[src/rtl/wims_serial_pkg.sv]
// Shared definitions for the nibble-serial link receiver: rx FSM states,
// line levels, legal word-width range and the bit-counter width helper.
package wims_serial_pkg;

   typedef enum logic [2:0] {
      RX_IDLE,
      RX_DATA,
      RX_PARITY,
      RX_STOP,
      RX_WAIT_HIGH
   } rx_state_e;

   localparam logic START_BIT  = 1'b0;
   localparam logic STOP_BIT   = 1'b1;
   localparam logic IDLE_LEVEL = 1'b1;

   localparam int WIDTH_MIN = 4;
   localparam int WIDTH_MAX = 16;

   // Counter only has to reach WIDTH-1, so clog2(WIDTH) bits suffice.
   function automatic int rx_cnt_width(input int width);
      return (width < 2) ? 1 : $clog2(width);
   endfunction

endpackage

[src/rtl/rx_shift_reg.sv]
// WIDTH-bit serial-in shift-right register (74194 shift-right path):
// new bits enter at the MSB, so after WIDTH shifts the first bit is the LSB.
module rx_shift_reg #(
   parameter int WIDTH = 4
) (
   input  logic             clk,
   input  logic             clear_n,
   input  logic             shift_en,
   input  logic             sync_clr,
   input  logic             ser_in,
   output logic [WIDTH-1:0] data
);

   // Shift register with synchronous clear taking priority over the shift.
   always_ff @(posedge clk or negedge clear_n) begin
      // NOTE: sequential state uses non-blocking assignments so every flop
      // samples the pre-edge values, regardless of statement order.
      if (!clear_n) begin
         data <= '0;
      end else if (sync_clr) begin
         data <= '0;
      end else if (shift_en) begin
         data <= {ser_in, data[WIDTH-1:1]};
      end
   end

endmodule

[src/rtl/serial_word_rx.sv]
// Framed serial word receiver with a one-entry valid/ready holding buffer.
// Frame: start bit, WIDTH data bits LSB first, optional even parity, stop bit.
// Define WIMS_RX_PARITY_EN to add the parity bit, PARITY state and parity_err.
module serial_word_rx
   import wims_serial_pkg::*;
#(
   parameter int WIDTH = 4
) (
   input  logic             clk,
   input  logic             clear_n,
   input  logic             sin,
   input  logic             sin_en,
   output logic [WIDTH-1:0] q,
   output logic             q_valid,
   input  logic             q_ready,
   output logic             frame_err,
   output logic             parity_err,
   output logic             overrun
);

   localparam int               CNT_W    = rx_cnt_width(WIDTH);
   localparam logic [CNT_W-1:0] LAST_BIT = CNT_W'(WIDTH - 1);
`ifdef WIMS_RX_PARITY_EN
   localparam rx_state_e        AFTER_DATA = RX_PARITY;
`else
   localparam rx_state_e        AFTER_DATA = RX_STOP;
`endif

   rx_state_e        state, state_nxt;
   logic [CNT_W-1:0] bit_cnt;
   logic [WIDTH-1:0] shift_q;
   logic             shift_en, shift_clr, cnt_clr;
   logic             stop_good, frame_bad, good_frame;
   logic             load;

   rx_shift_reg #(.WIDTH(WIDTH)) u_shift (
      .clk      (clk),
      .clear_n  (clear_n),
      .shift_en (shift_en),
      .sync_clr (shift_clr),
      .ser_in   (sin),
      .data     (shift_q)
   );

   // FSM state register.
   always_ff @(posedge clk or negedge clear_n) begin
      if (!clear_n) state <= RX_IDLE;
      else          state <= state_nxt;
   end

   // Next-state and datapath controls; nothing moves without a strobe.
   always_comb begin
      // NOTE: every signal gets a default before the case so no path leaves
      // one unassigned, which would otherwise infer a latch.
      state_nxt = state;
      shift_en  = 1'b0;
      shift_clr = 1'b0;
      cnt_clr   = 1'b0;
      stop_good = 1'b0;
      frame_bad = 1'b0;
      if (sin_en) begin
         case (state)
            RX_IDLE: begin
               if (sin == START_BIT) begin
                  state_nxt = RX_DATA;
                  shift_clr = 1'b1;
                  cnt_clr   = 1'b1;
               end
            end
            RX_DATA: begin
               shift_en = 1'b1;
               if (bit_cnt == LAST_BIT) state_nxt = AFTER_DATA;
            end
`ifdef WIMS_RX_PARITY_EN
            RX_PARITY: state_nxt = RX_STOP;
`endif
            RX_STOP: begin
               if (sin == STOP_BIT) begin
                  stop_good = 1'b1;
                  state_nxt = RX_IDLE;
               end else begin
                  frame_bad = 1'b1;
                  state_nxt = RX_WAIT_HIGH;
               end
            end
            RX_WAIT_HIGH: begin
               // A low line here is the tail of a broken frame, not a start bit.
               if (sin == IDLE_LEVEL) state_nxt = RX_IDLE;
            end
            default: state_nxt = RX_IDLE;
         endcase
      end
   end

   // Data bit counter: cleared on the start bit, advanced on each data strobe.
   always_ff @(posedge clk or negedge clear_n) begin
      if (!clear_n)      bit_cnt <= '0;
      else if (cnt_clr)  bit_cnt <= '0;
      else if (shift_en) bit_cnt <= bit_cnt + 1'b1;
   end

`ifdef WIMS_RX_PARITY_EN
   logic par_bad;

   // Even parity: data bits XOR parity bit must be 0; judged at the stop bit.
   always_ff @(posedge clk or negedge clear_n) begin
      if (!clear_n)                           par_bad <= 1'b0;
      else if (sin_en && state == RX_PARITY)  par_bad <= (^shift_q) ^ sin;
   end

   assign good_frame = stop_good & ~par_bad;

   // Parity error pulse, registered one cycle after the stop strobe.
   always_ff @(posedge clk or negedge clear_n) begin
      if (!clear_n) parity_err <= 1'b0;
      else          parity_err <= stop_good & par_bad;
   end
`else
   assign good_frame = stop_good;
   assign parity_err = 1'b0;
`endif

   // A good word loads when the buffer is empty or drains on the same edge.
   assign load = good_frame & (~q_valid | q_ready);

   // Holding buffer and registered fault pulses.
   always_ff @(posedge clk or negedge clear_n) begin
      if (!clear_n) begin
         q         <= '0;
         q_valid   <= 1'b0;
         frame_err <= 1'b0;
         overrun   <= 1'b0;
      end else begin
         if (load) q <= shift_q;
         q_valid   <= load | (q_valid & ~q_ready);
         frame_err <= frame_bad;
         overrun   <= good_frame & q_valid & ~q_ready;
      end
   end

endmodule

[config.mk]
export PLATFORM = sky130hd
export DESIGN_NAME = serial_word_rx
export DESIGN_NICKNAME = d
export VERILOG_FILES = /design/src/rtl/wims_serial_pkg.sv /design/src/rtl/rx_shift_reg.sv /design/src/rtl/serial_word_rx.sv
export SDC_FILE = /design/constraint.sdc
export NUM_CORES = 1
export LEC_CHECK = 0
export BUFFER_PORTS_ARGS = -buffer_cell sky130_fd_sc_hd__buf_2
export CORE_MARGIN = 2
export CORE_UTILIZATION = 43
export DETAILED_ROUTE_END_ITERATION = 8
export PLACE_DENSITY = 0.66
export SLEW_MARGIN = 20
export SYNTH_ARGS = -nofsm -noshare
export SYNTH_HDL_FRONTEND = slang
export SYNTH_SLANG_ARGS = --single-unit
[constraint.sdc]
create_clock -name clk -period 2.7 [get_ports clk]
set_input_delay 0.27 -clock clk [delete_from_list [all_inputs] [get_ports clk]]
set_output_delay 0.27 -clock clk [all_outputs]
set_load 0.01 [all_outputs]
### Yosys cells after proc, flatten, opt, wreduce, memory -nomap -nowiden

Index checks and enable logic that the tools add are counted.

* bits in registers: 16
* word-level logic and storage cells: 45
* input bits: 5

* muxes and demuxes: 19
* bitwise gates (word level): 8
* reductions and logical operators: 3
* eq/ne operators: 7
* add/subtract/negate cells: 1

Operators by type and width (count)
* $mux W3: 4
* $pmux W3 S4: 1
* $mux W1: 10
* $mux W4: 2
* $ne A2 B2 Y1 const B: 3
* $and A1 B1 Y1: 4
* $mux W2: 2
* $reduce_and A4 Y1: 1
* $eq A3 B1 Y1 const B: 1
* $eq A3 B2 Y1 const B: 1
* $eq A3 B3 Y1 const B: 1
* $logic_not A3 Y1: 1
* $add A2 B1 Y2 const B: 1
* $eq A2 B2 Y1 const B: 1
* $not A1 Y1: 2
* $or A1 B1 Y1: 2
* $reduce_bool A2 Y1: 1

### Longest topological paths before layout

* depth after elaboration: 5
* gate-level depth with buffers: 4
* gate-level depth less buffers: 3

### Hierarchy

Synthesis repeated with hierarchy kept, for this count alone.

* cell total of the unflattened synthesis: 59
* area total of the unflattened synthesis: 700.7 µm²

Modules (own cells, without submodules)
* serial_word_rx: sequential area each 300.3 µm², cells an instance 46, area each 540.5 µm², times used 1
* rx_shift_reg: sequential area each 100.1 µm², cells an instance 13, area each 160.2 µm², times used 1

### Worst setup path before layout

No wires, ideal clock.

* path type: register to register
* start point: reg state[2]
* end point: reg q[0]
* arrival time: 1.197 ns
* path slack: 1.378 ns
* clock period less this slack: 1.322 ns
* path buffers: 0
* library setup time: 0.125 ns
* stages on the path, launching flop included: 4
* cell sequence: dfrtp_1 -> nand3b_4 -> nor3b_4 -> mux2_2

* longest elaborated chain between the ends: 4

Ends and longest elaborated chain
* start, declared: line serial_word_rx.sv:29 `rx_state_e state, state_nxt;`
* start signal, assigned: line serial_word_rx.sv:48 `else state <= state_nxt;`
* $eq A3 B2 Y1: line serial_word_rx.sv:62 `case (state)`
* $mux W1: line serial_word_rx.sv:62
* $mux W1: line serial_word_rx.sv:61 `if (sin_en) begin`
* $and A1 B1 Y1: line serial_word_rx.sv:124 `assign load = good_frame & (~q_valid | q_ready);`
* end signal, assigned: line serial_word_rx.sv:134 `if (load) q <= shift_q;`
* end, declared: line serial_word_rx.sv:13 `output logic [WIDTH-1:0] q,`

No other way between the ends.
A chain may end at the register's enable or synchronous reset.

### Final worst setup path

* start point: reg state[2]
* end point: reg q[3]

Same word-level chain as after synthesis.

==> reports/summary.txt <==
period utilization: 53.07%
Initial Util: 46.72%
vias in the first global route: 420
max cap viols: 0
nets: 79
Clk pwr share: 19.2%
Hold Crit Class: in -> reg
drt first pass iters: 4
DR DRC count: 0
Remaining Overflow, GRT: 0
DR WL/cell: 12.45 µm
#FFs+latches synth: 16
CP Launch Type: register
PwrDens: 975.9 nW/µm²
largest net degree at the start of global routing: 17
Post-Synthesis Cells: 58
Core Footprint: 1524 µm²
IO Pins: 13
sequential power share: 49.5%
Switching Fraction: 32.64%
Slew Limit Headroom: 61.06%
Worst-Margin Slew: 579.3 ps
run status: complete, no violations
ys async rst share: 100.0%
# diodes: 0
worst-path cell with the longest stage delay: dfrtp_1
total CTS buffers: 3
Warnings, synthesis: 0
vias: 445
Worst EP arrival: 1600 ps
Fin Setup TNS: 0 ps
synthesized area: 711.9 µm²
cell taking the most area after synthesis: dfrtp_1
critical path type: reg -> reg
CTS tree: yes
area of the die: 1997 µm²
Synth area leaders: dfrtp_1, mux2_2, mux2i_1, nor2_1, nand3b_4
Die H: 44.69 µm
Synth cell types: 23
Worst EP required: 2870 ps
pre-CTS WS: 1284 ps
H-tree Lvls: 1
Syn-to-layout area delta: 14.94%
Pint: 537.9 µW
Post-synth EDFFs: 0
clock sink count: 16
Final Hold Fails: 0
Clock Skews: 5.683 ps
layout cells sized above 1: 33.33%
initial antenna violation count: 0
GRT Overall Usage: 12.64%
DRT iter0 DRCs: 4
first-pass GRT wire length: 1849 µm
# rows: 14
highest clock rate: 697.8 MHz
# setup viols final: 0
wirelength, routed: 1096 µm
clock transition at the registers of the reported paths: 90 ps
CP cell instances: nand3b_4, nor3b_4, mux2_2
top_reg_cell synth: dfrtp_1
critical-path maximum fanout: 7
Bufs on Longest Clock Path: 2
post-route ant nets: 0
Final Slew Violations: 0
sw power: 260.6 µW
Final min period: 1433 ps
Comb pwr share: 31.3%
max incr delay on CP: 450 ps
post-route setup slack: 1267 ps
RSZ-0062 raised after global routing: no
top cell type's share of synthesized area: 56.24%
vias per inst: 5.057
Syn Nets: 64
Setup crit end kind: register
root buffer cell: clkbuf_4
Peak VDD IR: 0.4944 mV
worst skew pair latency: 280 ps
final core utilization: 53.69%
Power Total: 798.5 µW
sequential share of the synthesized area: 56.24%
Pleak: 0.4121 nW
PortBufs: 11
routability cong.: 0.7114
# resized after CTS: 0
die extent in x: 44.69 µm
Syn Area/Cell: 12.27 µm²
DP HPWL: 783.8 µm
[cell usage after synthesis (2+ instances only)]
cell type / number
nand2_1: 4
inv_1: 3
mux2i_1: 4
nand2b_1: 3
dfrtp_1: 16
buf_4: 2
mux2_2: 4
nor2_1: 7
[worst max-delay path: cells and delay by family, from the launching register on]
kind / cells / cell delay (ps)
flops: 1 / 450
mux: 1 / 370
simple gates: 2 / 500
[per-stage QoR]
stage                     cell area, µm²  hold slack, ps  cells
final                              818.3           206.7     88
after global placement             772.0           200.3     83
after detailed placement           772.0           202.0     83
after floorplan                    711.9          -25.59     58
after CTS                          818.3           196.0     88
after global routing               818.3           197.9     88
[cell usage in the layout, fill, tap and decap left out]
cell and instances:
nand3b_4 1, and4bb_2 1, or2_2 1, and4b_1 1, inv_1 3, a31oi_1 1
mux2_2 4, mux2i_1 4, o21a_1 1, xnor2_1 1, o21ai_0 1, nor4_2 1
nand2_1 4, nor3b_4 1, o21ai_1 1, nor2_1 7, clkbuf_4 3, dfrtp_1 16
clkbuf_8 1, conb_1 1, nand2b_1 3, dlygate4sd3_1 1, buf_2 11, a21oi_1 1
o22ai_1 1, ha_1 1
[cell type report]
cell class | instances | area (µm²)
tap | 16 | 20.02
timing repair buffer | 12 | 65.06
inverter | 3 | 11.26
clock buffer | 4 | 36.28
fill | 138 | 705.7
sequential | 16 | 400.4
multi-input combinational | 37 | 285.3
[routing by layer]
metal,vias to the layer above,routed length (µm),track usage [%]
met5,-,0,0
met4,0,0,3.636
met3,0,56,2.400
met2,10,480,20.58
met1,212,559,17.19
li1,223,-,-
[cell families (layout without fill, tap and decap cells)]
group                    count (synthesis)  in the layout  synth area share (%)
AND/OR/NAND/NOR                         20             20                 19.68
flip-flops                              16             16                 56.24
multiplexers                             8              8                 11.95
AO/OA/AOI/OAI                            6              6                 4.920
buffers and inverters                    5             19                 3.690
adder cells (fa/ha/maj)                  1              1                 1.757
other                                    1              1                0.5267
XOR/XNOR                                 1              1                 1.230
[registers in the layout, summed over array words and instances (netlist names)]
register,count
q_valid,1
state,3
overrun,1
frame_err,1
bit_cnt,2
u_shift.data,4
q,4
[repair_timing]
item                      CTS  global route
hold endpoints to repair   16             0
setup buffers               0             0
hold buffers                1             0
[power groups by stage]
stage / sequential (mW) / clock, mW / combinational (mW)
floorplan: 0.399 / 0 / 0.186
global placement: 0.397 / 0 / 0.246
detailed placement: 0.400 / 0 / 0.252
CTS: 0.396 / 0.159 / 0.255
global route: 0.409 / 0.170 / 0.282
finish: 0.395 / 0.153 / 0.250
[path summary, 6_finish.rpt]
path	start	end	slack (ps)	depth (start not counted)
worst min register to register	q[3]	q[3]	510	1
worst max-delay path	state[2]	q[3]	1270	3
worst min-delay path	sin	state[2]	210	2
worst max register to register	state[2]	q[3]	1270	3
max in group asynchronous	clear_n	q[3]	2010	2
min in group asynchronous	clear_n	state[1]	420	2
(Power assumes the default switching activity.)
